--- src/rtl/huff_pkg.sv ---
`default_nettype none
// ============================================================================
//  Module      : huff_pkg
//  Description : Shared types and constants for the Huffman length sequencer.
//  Revision    : 1.0 - initial release
// ============================================================================
package huff_pkg;

    typedef enum logic [1:0] {
        IDLE  = 2'd0,
        LOAD  = 2'd1,
        MERGE = 2'd2,
        OUT   = 2'd3
    } state_t;

    localparam int             W_W     = 5;
    localparam logic [W_W-1:0] EMPTY_W = 5'd31;
    localparam logic [W_W-1:0] SAT_W   = 5'd30;
    localparam int             LEN_W   = 3;
    localparam int             ID_W    = 4;

endpackage
`default_nettype wire

--- src/rtl/huff_len_ctrl_sort.sv ---
`default_nettype none
// ============================================================================
//  Module      : SORT_IP
//  Description : Combinational stable ascending sorter (odd-even transposition).
//  Revision    : 1.0 - initial release
// ============================================================================
module SORT_IP
    import huff_pkg::*;
#(
    parameter int IP_WIDTH = 8,
    parameter int OUT_N    = IP_WIDTH
) (
    input  logic [IP_WIDTH*ID_W-1:0] i_character,
    input  logic [IP_WIDTH*W_W-1:0]  i_weight,
    output logic [OUT_N*ID_W-1:0]    o_character
);

    logic [W_W-1:0]  w_key [IP_WIDTH];
    logic [ID_W-1:0] w_id  [IP_WIDTH];
    logic [W_W-1:0]  w_tmp_key;
    logic [ID_W-1:0] w_tmp_id;

    // Swapping only on strictly greater keys keeps equal keys in input order.
    always_comb begin
        w_tmp_key = '0;
        w_tmp_id  = '0;
        for (int k = 0; k < IP_WIDTH; k++) begin
            w_key[k] = i_weight[k*W_W +: W_W];
            w_id[k]  = i_character[k*ID_W +: ID_W];
        end
        for (int s = 0; s < IP_WIDTH; s++) begin
            for (int i = 0; i < IP_WIDTH - 1; i++) begin
                if (((i % 2) == (s % 2)) && (w_key[i] > w_key[i+1])) begin
                    w_tmp_key  = w_key[i];
                    w_tmp_id   = w_id[i];
                    w_key[i]   = w_key[i+1];
                    w_id[i]    = w_id[i+1];
                    w_key[i+1] = w_tmp_key;
                    w_id[i+1]  = w_tmp_id;
                end
            end
        end
    end

    generate
        for (genvar j = 0; j < OUT_N; j++) begin : g_out
            assign o_character[j*ID_W +: ID_W] = w_id[j];
        end
    endgenerate

endmodule
`default_nettype wire

--- src/rtl/huff_len_ctrl.sv ---
`default_nettype none
// ============================================================================
//  Module      : huff_len_ctrl
//  Description : Loads a group of weights, merges the two lightest slots per
//                cycle and streams one Huffman code length per character.
//  Revision    : 1.0 - initial release
// ============================================================================
module huff_len_ctrl
    import huff_pkg::*;
#(
    parameter int IP_WIDTH = 8
) (
    input  logic             clk,
    input  logic             rst,
    input  logic             in_valid,
    input  logic [W_W-1:0]   in_weight,
    output logic             in_ready,
    output logic             out_valid,
    output logic [LEN_W-1:0] out_len,
    output logic             out_err
);

    localparam logic [LEN_W-1:0] CNT_LAST  = LEN_W'(IP_WIDTH - 1);
    localparam logic [LEN_W-1:0] ROUND_END = LEN_W'(IP_WIDTH - 2);

    state_t                r_state;
    state_t                w_state_nxt;
    logic [LEN_W-1:0]      r_cnt;
    logic [LEN_W-1:0]      w_cnt_nxt;
    logic                  r_in_ready;
    logic                  w_in_ready_nxt;
    logic                  r_out_valid;
    logic [LEN_W-1:0]      r_out_len;
    logic                  r_out_err;
    logic                  r_err;

    logic [W_W-1:0]        r_w   [IP_WIDTH];
    logic [IP_WIDTH-1:0]   r_m   [IP_WIDTH];
    logic                  r_v   [IP_WIDTH];
    logic [LEN_W-1:0]      r_len [IP_WIDTH];

    logic [IP_WIDTH*ID_W-1:0] w_sort_char;
    logic [IP_WIDTH*W_W-1:0]  w_sort_wt;
    logic [2*ID_W-1:0]        w_sorted;
    logic [ID_W-1:0]          w_s0;
    logic [ID_W-1:0]          w_s1;
    logic [ID_W-1:0]          w_lo;
    logic [ID_W-1:0]          w_hi;
    logic [W_W-1:0]           w_w0;
    logic [W_W-1:0]           w_w1;
    logic [IP_WIDTH-1:0]      w_m0;
    logic [IP_WIDTH-1:0]      w_m1;
    logic [IP_WIDTH-1:0]      w_mrg;
    logic [W_W:0]             w_sum;
    logic                     w_ovf;
    logic [W_W-1:0]           w_sat;
    logic [LEN_W-1:0]         w_len_sel;
    logic                     w_accept;

    assign w_accept = in_valid & r_in_ready;

    generate
        for (genvar i = 0; i < IP_WIDTH; i++) begin : g_feed
            assign w_sort_char[i*ID_W +: ID_W] = ID_W'(i);
            assign w_sort_wt[i*W_W +: W_W]     = r_v[i] ? r_w[i] : EMPTY_W;
        end
    endgenerate

    SORT_IP #(
        .IP_WIDTH (IP_WIDTH),
        .OUT_N    (2)
    ) u_sort (
        .i_character (w_sort_char),
        .i_weight    (w_sort_wt),
        .o_character (w_sorted)
    );

    assign w_s0 = w_sorted[ID_W-1:0];
    assign w_s1 = w_sorted[2*ID_W-1:ID_W];
    assign w_lo = (w_s0 < w_s1) ? w_s0 : w_s1;
    assign w_hi = (w_s0 < w_s1) ? w_s1 : w_s0;

    always_comb begin
        w_w0      = '0;
        w_w1      = '0;
        w_m0      = '0;
        w_m1      = '0;
        w_len_sel = '0;
        for (int k = 0; k < IP_WIDTH; k++) begin
            if (ID_W'(k) == w_s0) begin
                w_w0 = r_w[k];
                w_m0 = r_m[k];
            end
            if (ID_W'(k) == w_s1) begin
                w_w1 = r_w[k];
                w_m1 = r_m[k];
            end
            if (LEN_W'(k) == r_cnt) begin
                w_len_sel = r_len[k];
            end
        end
    end

    // Saturating at 30 keeps 31 reserved as the empty-slot marker.
    assign w_sum = {1'b0, w_w0} + {1'b0, w_w1};
    assign w_ovf = (w_sum > {1'b0, SAT_W});
    assign w_sat = w_ovf ? SAT_W : w_sum[W_W-1:0];
    assign w_mrg = w_m0 | w_m1;

    always_comb begin
        w_state_nxt    = r_state;
        w_cnt_nxt      = r_cnt;
        w_in_ready_nxt = 1'b0;
        case (r_state)
            IDLE: begin
                w_in_ready_nxt = 1'b1;
                if (w_accept) begin
                    w_state_nxt = LOAD;
                    w_cnt_nxt   = 3'd1;
                end
            end
            LOAD: begin
                w_in_ready_nxt = 1'b1;
                if (w_accept) begin
                    if (r_cnt == CNT_LAST) begin
                        w_state_nxt    = MERGE;
                        w_cnt_nxt      = '0;
                        w_in_ready_nxt = 1'b0;
                    end else begin
                        w_cnt_nxt = r_cnt + 3'd1;
                    end
                end
            end
            MERGE: begin
                if (r_cnt == ROUND_END) begin
                    w_state_nxt = OUT;
                    w_cnt_nxt   = '0;
                end else begin
                    w_cnt_nxt = r_cnt + 3'd1;
                end
            end
            OUT: begin
                if (r_cnt == CNT_LAST) begin
                    w_state_nxt = IDLE;
                    w_cnt_nxt   = '0;
                end else begin
                    w_cnt_nxt = r_cnt + 3'd1;
                end
            end
            default: begin
                w_state_nxt = IDLE;
                w_cnt_nxt   = '0;
            end
        endcase
    end

    always_ff @(posedge clk or posedge rst) begin
        if (rst) begin
            r_state     <= IDLE;
            r_cnt       <= '0;
            r_in_ready  <= 1'b0;
            r_out_valid <= 1'b0;
            r_out_len   <= '0;
            r_out_err   <= 1'b0;
        end else begin
            r_state     <= w_state_nxt;
            r_cnt       <= w_cnt_nxt;
            r_in_ready  <= w_in_ready_nxt;
            r_out_valid <= (r_state == OUT);
            r_out_len   <= (r_state == OUT) ? w_len_sel : '0;
            r_out_err   <= (r_state == OUT) ? r_err : 1'b0;
        end
    end

    always_ff @(posedge clk or posedge rst) begin
        if (rst) begin
            r_err <= 1'b0;
            for (int k = 0; k < IP_WIDTH; k++) begin
                r_w[k]   <= '0;
                r_m[k]   <= '0;
                r_v[k]   <= 1'b0;
                r_len[k] <= '0;
            end
        end else begin
            if ((r_state == IDLE) && w_accept) begin
                r_err <= 1'b0;
            end else if (r_state == MERGE) begin
                r_err <= r_err | w_ovf;
            end
            for (int k = 0; k < IP_WIDTH; k++) begin
                if (((r_state == IDLE) || (r_state == LOAD)) && w_accept
                        && (LEN_W'(k) == r_cnt)) begin
                    r_w[k]   <= in_weight;
                    r_m[k]   <= {{(IP_WIDTH-1){1'b0}}, 1'b1} << k;
                    r_v[k]   <= 1'b1;
                    r_len[k] <= '0;
                end else if (r_state == MERGE) begin
                    if (ID_W'(k) == w_lo) begin
                        r_w[k] <= w_sat;
                        r_m[k] <= w_mrg;
                    end
                    if (ID_W'(k) == w_hi) begin
                        r_v[k] <= 1'b0;
                    end
                    if (w_mrg[k]) begin
                        r_len[k] <= r_len[k] + 3'd1;
                    end
                end
            end
        end
    end

    assign in_ready  = r_in_ready;
    assign out_valid = r_out_valid;
    assign out_len   = r_out_len;
    assign out_err   = r_out_err;

endmodule
`default_nettype wire

--- config.mk ---
export PLATFORM = sky130hd
export DESIGN_NAME = huff_len_ctrl
export DESIGN_NICKNAME = d
export VERILOG_FILES = /design/src/rtl/huff_pkg.sv /design/src/rtl/huff_len_ctrl_sort.sv /design/src/rtl/huff_len_ctrl.sv
export SDC_FILE = /design/constraint.sdc
export NUM_CORES = 1
export LEC_CHECK = 0
export CELL_PAD_IN_SITES_DETAIL_PLACEMENT = 0
export CELL_PAD_IN_SITES_GLOBAL_PLACEMENT = 1
export CORE_MARGIN = 1.5
export CORE_UTILIZATION = 40
export DETAILED_ROUTE_END_ITERATION = 16
export PLACE_DENSITY = 0.73
export SLEW_MARGIN = 20
export SYNTH_ARGS = -nofsm -noshare
export SYNTH_HDL_FRONTEND = slang
export SYNTH_SLANG_ARGS = --single-unit
--- constraint.sdc ---
create_clock -name clk -period 15.2 [get_ports clk]
set_input_delay 2.28 -clock clk [delete_from_list [all_inputs] [get_ports clk]]
set_output_delay 2.28 -clock clk [all_outputs]
set_load 0.005 [all_outputs]
======== Yosys cells after proc, flatten, opt, wreduce, memory -nomap -nowiden ========
Cells that the tools add are included.
storage, ports and cells
  bits of input ports ..................... 8
  output and inout port bits .............. 6
  logic and storage cells ................. 405
  flip-flop bits (word level) ............. 148
cells by class
  reductions and logical operators ........ 76
  multiplexer cells ....................... 208
  $add $sub $neg .......................... 10
  bitwise operators ....................... 3
  eq/ne operators ......................... 45
  order comparisons ....................... 24
operators with widths
  kind                                                            count
  8-bit two-way mux                                               58
  5-bit two-way mux                                               54
  10-bit two-way mux                                              20
  3-bit two-way mux                                               37
  5-bit > comparator                                              22
  2-bit nonzero test                                              33
  3-bit by 4-bit == test with 1-bit output, first input constant  16
  2-bit AND reduction                                             25
  2-bit by 4-bit == test with 1-bit output, first input constant  8
  1-bit two-way mux                                               29
  3-bit by 1-bit adder with 3-bit output, second input constant   9
  1-bit by 4-bit == test with 1-bit output, first input constant  4
  4-bit logical NOT                                               4
  3-bit == test, first input constant                             4
  3-bit case mux with 4 select lines                              1
  1-bit logical AND                                               10
  2-bit two-way mux                                               5
  2-bit != test, second input constant                            5
  4-bit two-way mux                                               2
  8-bit bitwise OR                                                1
  2-bit case mux with 4 select lines                              1
  5-bit by 5-bit adder with 6-bit output                          1
  2-bit by 3-bit == test with 1-bit output, first input constant  2
  3-bit == test, second input constant                            2
  other kinds (12)                                                13

======== Depth between registers and ports, before layout ========
Gate-level depths: netlist of run 1.
  depth after elaboration ................. 32
  gate-level depth with buffers ........... 81
  gate-level depth less buffers ........... 71

======== By module ========
A second synthesis of run 1 with hierarchy kept.
unflattened totals
  cells, all modules ...................... 1,919
  area, all modules ....................... 16,323.2 um^2
modules (own cells, without submodules)
  module         cells an instance  times used  sequential area each (um^2)  area each (um^2)
  huff_len_ctrl  973                1           3,703.6                      9,517.9
  SORT_IP        946                1           0.0                          6,805.3

======== Least setup slack after synthesis of run 1 ========
OpenSTA, ideal clock, no wires.
  kind .................................... register -> register
  from .................................... register r_v[0] in the netlist's numbering
  to ...................................... register r_w[15] in the netlist's numbering
  slack ................................... -313 ps
  arrival time ............................ 15,379 ps
  cell stages (with the launch flop) ...... 75
  setup time .............................. 135 ps
  path through ............................ dfrtp_1 > nand2b_1 > inv_1 > ha_1 > nand4_1 > nor2_1 > o32ai_4 > clkbuf_1 > mux2i_1 > ha_1 > nand4_2 > nor2_2 > o32ai_4 > buf_2 > nor2_1 > a21oi_1 > ha_1 > and3_1 > (+39 left out) > buf_6 > buf_4 > buf_4 > nor3_1 > o2bb2ai_1 > a221oi_1 > a31oi_1 > ha_1 > inv_1 > fa_1 > inv_1 > a21o_1 > a21oi_1 > xor2_1 > o41ai_1 > nor2_1 > mux2i_1 > o21ai_1
on the way
  longest elaborated chain between the ends .. 32
  elaborated cells between the ends (all ways) .. 82
  those cells by class .................... add/sub: 1; order compare: 15; eq/ne: 15; mux: 47; reduce/logical: 4
RTL lines
  element                                        line                      text
  from (decl)                                    huff_len_ctrl.sv:39       logic r_v [IP_WIDTH];
  from (signal, indexed assignment)              huff_len_ctrl.sv:181      r_v[k] <= 1'b0;
  from (signal, indexed assignment)              huff_len_ctrl.sv:195      r_v[k] <= 1'b1;
  from (signal, indexed assignment)              huff_len_ctrl.sv:203      r_v[k] <= 1'b0;
  5-bit two-way mux (*)                          huff_len_ctrl.sv:65       assign w_sort_wt[i*W_W +: W_W] = r_v[i] ? r_w[i] : EMPTY_W;
  5-bit > comparator                             huff_len_ctrl_sort.sv:33  if (((i % 2) == (s % 2)) && (w_key[i] > w_key[i+1])) begin
  10-bit two-way mux                             huff_len_ctrl_sort.sv:33
  5-bit > comparator                             huff_len_ctrl_sort.sv:33
  10-bit two-way mux                             huff_len_ctrl_sort.sv:33
  5-bit > comparator, on equally long branches   n/a
  10-bit two-way mux                             huff_len_ctrl_sort.sv:33
  5-bit > comparator                             huff_len_ctrl_sort.sv:33
  (+9 left out)                                  n/a
  4-bit logical NOT                              huff_len_ctrl.sv:94       if (ID_W'(k) == w_s1) begin
  5-bit two-way mux (8 in a row)                 huff_len_ctrl.sv:94
  5-bit by 5-bit adder with 6-bit output         huff_len_ctrl.sv:105      assign w_sum = {1'b0, w_w0} + {1'b0, w_w1};
  6-bit by 5-bit > comparator with 1-bit output  huff_len_ctrl.sv:106      assign w_ovf = (w_sum > {1'b0, SAT_W});
  5-bit two-way mux                              huff_len_ctrl.sv:107      assign w_sat = w_ovf ? SAT_W : w_sum[W_W-1:0];
  5-bit two-way mux                              huff_len_ctrl.sv:198      if (ID_W'(k) == w_lo) begin
  5-bit two-way mux                              huff_len_ctrl.sv:197      end else if (r_state == MERGE) begin
  5-bit two-way mux                              huff_len_ctrl.sv:191      if (((r_state == IDLE) || (r_state == LOAD)) && w_accept
  to (signal, indexed assignment)                huff_len_ctrl.sv:193      r_w[k] <= in_weight;
  to (signal, indexed assignment)                huff_len_ctrl.sv:199      r_w[k] <= w_sat;
  to (decl)                                      huff_len_ctrl.sv:37       logic [W_W-1:0] r_w [IP_WIDTH];
Every way passes the cells marked *; elsewhere a longest branch is shown, timed or not. The select of a mux whose other input is x is not followed.
A chain may end at the register's enable or synchronous reset.

======== Worst setup path in the final report of run 1 ========
  from .................................... register r_v[2] in the netlist's numbering
  to ...................................... register r_m[26] in the netlist's numbering
on the way
  longest elaborated chain between the ends .. 30
  elaborated cells between the ends (all ways) .. 92
  those cells by class .................... order compare: 18; eq/ne: 15; mux: 54; bitwise: 1; reduce/logical: 4
RTL lines
  element                                       line                      text
  5-bit two-way mux (*)                         huff_len_ctrl.sv:65
  5-bit > comparator                            huff_len_ctrl_sort.sv:33
  10-bit two-way mux                            huff_len_ctrl_sort.sv:33
  5-bit > comparator                            huff_len_ctrl_sort.sv:33
  10-bit two-way mux                            huff_len_ctrl_sort.sv:33
  5-bit > comparator, on equally long branches  n/a
  10-bit two-way mux                            huff_len_ctrl_sort.sv:33
  5-bit > comparator                            huff_len_ctrl_sort.sv:33
  (+7 left out)                                 n/a
  5-bit > comparator                            huff_len_ctrl_sort.sv:33
  8-bit two-way mux                             huff_len_ctrl_sort.sv:33
  4-bit logical NOT                             huff_len_ctrl.sv:94
  8-bit two-way mux (8 in a row)                huff_len_ctrl.sv:94
  8-bit bitwise OR                              huff_len_ctrl.sv:108      assign w_mrg = w_m0 | w_m1;
  8-bit two-way mux                             huff_len_ctrl.sv:198
  8-bit two-way mux                             huff_len_ctrl.sv:197
  8-bit two-way mux                             huff_len_ctrl.sv:191
  to (signal, indexed assignment)               huff_len_ctrl.sv:194      r_m[k] <= {{(IP_WIDTH-1){1'b0}}, 1'b1} << k;
  to (signal, indexed assignment)               huff_len_ctrl.sv:200      r_m[k] <= w_mrg;
  to (decl)                                     huff_len_ctrl.sv:38       logic [IP_WIDTH-1:0] r_m [IP_WIDTH];
Marked as above.

==> results of run 1 <==
==> timing repair <==
item                                    CTS  global route
resized for setup                        20           176
gates cloned                              0             2
endpoints found under the setup margin   71           137
hold buffers                              0             0
pin swaps                                 2            33
setup buffers                             6            51
==> state kept, by name (all words and copies together) (netlist names) <==
register / cells
r_len: 24
r_cnt: 3
out_err: 1
in_ready: 1
r_err: 1
r_m: 64
out_valid: 1
r_state: 2
out_len: 3
r_w: 40
r_v: 8
==> per-layer routing <==
layer  share of wire (%)  vias up  global-route usage [%]
met2                  47      436                    43.3
met1                  44     7222                    34.3
met4                 3.5        0                    9.43
met5                   0        -                       0
met3                 5.2      107                    3.32
li1                    -     7015                       -
==> how the worst min path moves through the flow <==
stage | startpoint | to
global route | r_err | out_err
global placement | r_err | out_err
floorplan | r_err | out_err
finish | r_err | out_err
detailed placement | r_err | out_err
CTS | r_err | out_err
==> final cells by class <==
type / instances / area (sq um) / area share, %
clock inverters: 12 / 143 / 0.793
well taps: 511 / 639 / 3.56
flip-flops and latches: 148 / 3710 / 20.6
repair buffers: 155 / 1230 / 6.83
multi-input cells: 1522 / 11400 / 63.7
inverters: 94 / 360 / 2.00
clock buffers: 20 / 457 / 2.54
==> critical path, delay by kind of cell, from the launching register on <==
kind / cells / cell delay (ns)
AO/OA/AOI/OAI: 17 / 4.07
adder cells (fa/ha/maj): 9 / 2.79
buffers and inverters: 12 / 1.89
flip-flops: 1 / 0.51
multiplexers: 7 / 2.00
AND/OR/NAND/NOR: 18 / 3.19
==> placed cells by master (no fill, tap or decap), drive strengths merged, types with 8 or more instances in the layout <==
cell type	count
a31oi	27
clkbuf	20
nor2	124
ha	137
mux2	32
a32o	8
clkdlybuf4s50	13
nor3	25
and2	28
buf	142
a32oi	12
o22ai	12
mux2i	175
a21o	12
and3	27
nand4	15
inv	98
o221ai	17
o211ai	18
a22oi	12
a31o	16
o21ai	191
nand2	219
nand3	35
nand2b	50
o31ai	8
nor2b	28
o21a	12
dfrtp	148
or2	9
a211oi	48
a21oi	153
==> logic make-up after synthesis <==
logic type	after synthesis	synth area share [%]
mux	207	13.8
simple gates	569	17.8
flops	148	24.1
xor+xnor	4	0.228
buf+inv	209	6.46
compound gates	602	26.4
fa+ha+maj	138	11.3
==> per-stage QoR <==
step	cell area (sq um)	worst slack, ns
2_1_floorplan	15400	0.0487
3_3_place_gp	16200	-0.140
3_5_place_dp	16200	-0.454
4_1_cts	16900	0.00791
5_1_grt	18000	-0.146
6_report	18000	0.587
==> metrics.cfg, run 1 <==
[outcome]
status=finished clean

[synthesis]
syn_inst=1877
synthesis.area_sq_um=15400
yosys_warnings=0
yosys-top-cells-count=nand2_1 (216), mux2i_1 (174), o21ai_0 (154)
yosysTopAreaCell=dfrtp_1
synth_top_cell_area_share_pct=24.1
ys_seq_elements=148
ys_types=89
seq_area_frac_synth_pct=24.1
synth_nets=2023
synth_edf_count=0
synth_area_per_cell_sq_um=8.19
synth.most_common_cell=nand2_1
synth_flop_cell=dfrtp_1
ys_async_sr_fraction_pct=100
synth_area_leaders=dfrtp_1 (24%), mux2i_1 (11%), ha_1 (11%)

[sta]
hold_viol_final=0
relSlewSlack_pct=31.9
post-route-min-period_ns=14.61
drv_slew=0
clock_skew_ns=0.0162
setup_viol=0
worst_pin_slew_ns=1.01
post-route-period-util_pct=96.1
fmax_ghz=0.0684
whs_ns=0.505
tns_ns=0

[clocking]
clockBufferDepth=2
cts_buffers=17
clock_latency_ns=0.45
clk_pin_slew_worst_paths_ns=0.07
cts_root_buffer=clkbuf_16
cts_tree=done
clock-sinks=148
h-tree-depth=4

[routing]
drt_iter0_markers=1057
first_pass_iters=5
routed_wl_mm=52.4
drc=0
num_vias=14780
final_antenna_net_count=0
via_per_inst=6.00
wl_per_cell_um=21.3

[floorplan]
dieArea_sq_um=39600
start_util_pct=40.7
coreArea_sq_um=37800
die_h_um=199
die_w_um=199
num_rows=71
pin_count=14

[worst_setup_path]
cpMostUsedCell=ha_1
crit_path_end_kind=register
reg2reg_to=r_m[26]
cp_max_fo=27
endpoint=r_m[26]
cp-startpoint=r_v[2]
slowest_delay_ns=0.65
r2r-start=r_v[2]
reg2reg_slack_ns=0.59
rr_worst_depth=63
cp.required_ns=15.55
worstSetupPathType=reg2reg
startpoint_type=register
cp_slowest_cell=o31ai_4
cp.arrival_ns=14.96

[layout]
nets=2084
syn2layout_area_growth_pct=16.9
fin_cells=2462
drive_above_1_share_pct=21.4
n_fill_cell=3634
antenna_cells=0
post-route-util_pct=47.6

[placement]
hpwl_mm=38.5
port_buffers=13
dp_cells=2371
routabilityCongestion=0.955

[global_routing]
grt_use_total_pct=26.0
grt_overflow=0
first_global_vias=14025
grt_max_degree=89
grt_pass1_wl_mm=79.2
antenna_found_initial=0

[hold_path]
min_path_type=reg2reg
holdPathStages=1

[run]
maxCapViolations=0

Power of run 1 is not shown: default switching activity piles up to over one toggle a cycle in this logic, so the estimate is an artifact.
==> run 2: changes to the inputs <==
--- a/config.mk
+++ b/config.mk
@@ -9,6 +9,7 @@
 export CELL_PAD_IN_SITES_GLOBAL_PLACEMENT = 1
 export CORE_MARGIN = 1.5
 export CORE_UTILIZATION = 40
+export CTS_CLUSTER_DIAMETER = 120
 export DETAILED_ROUTE_END_ITERATION = 16
 export PLACE_DENSITY = 0.73
 export SLEW_MARGIN = 20
==> results of run 2 <==
The final DEF is identical to that of run 1; final timing and power are the same.
Power of run 2 is left out for the same reason.
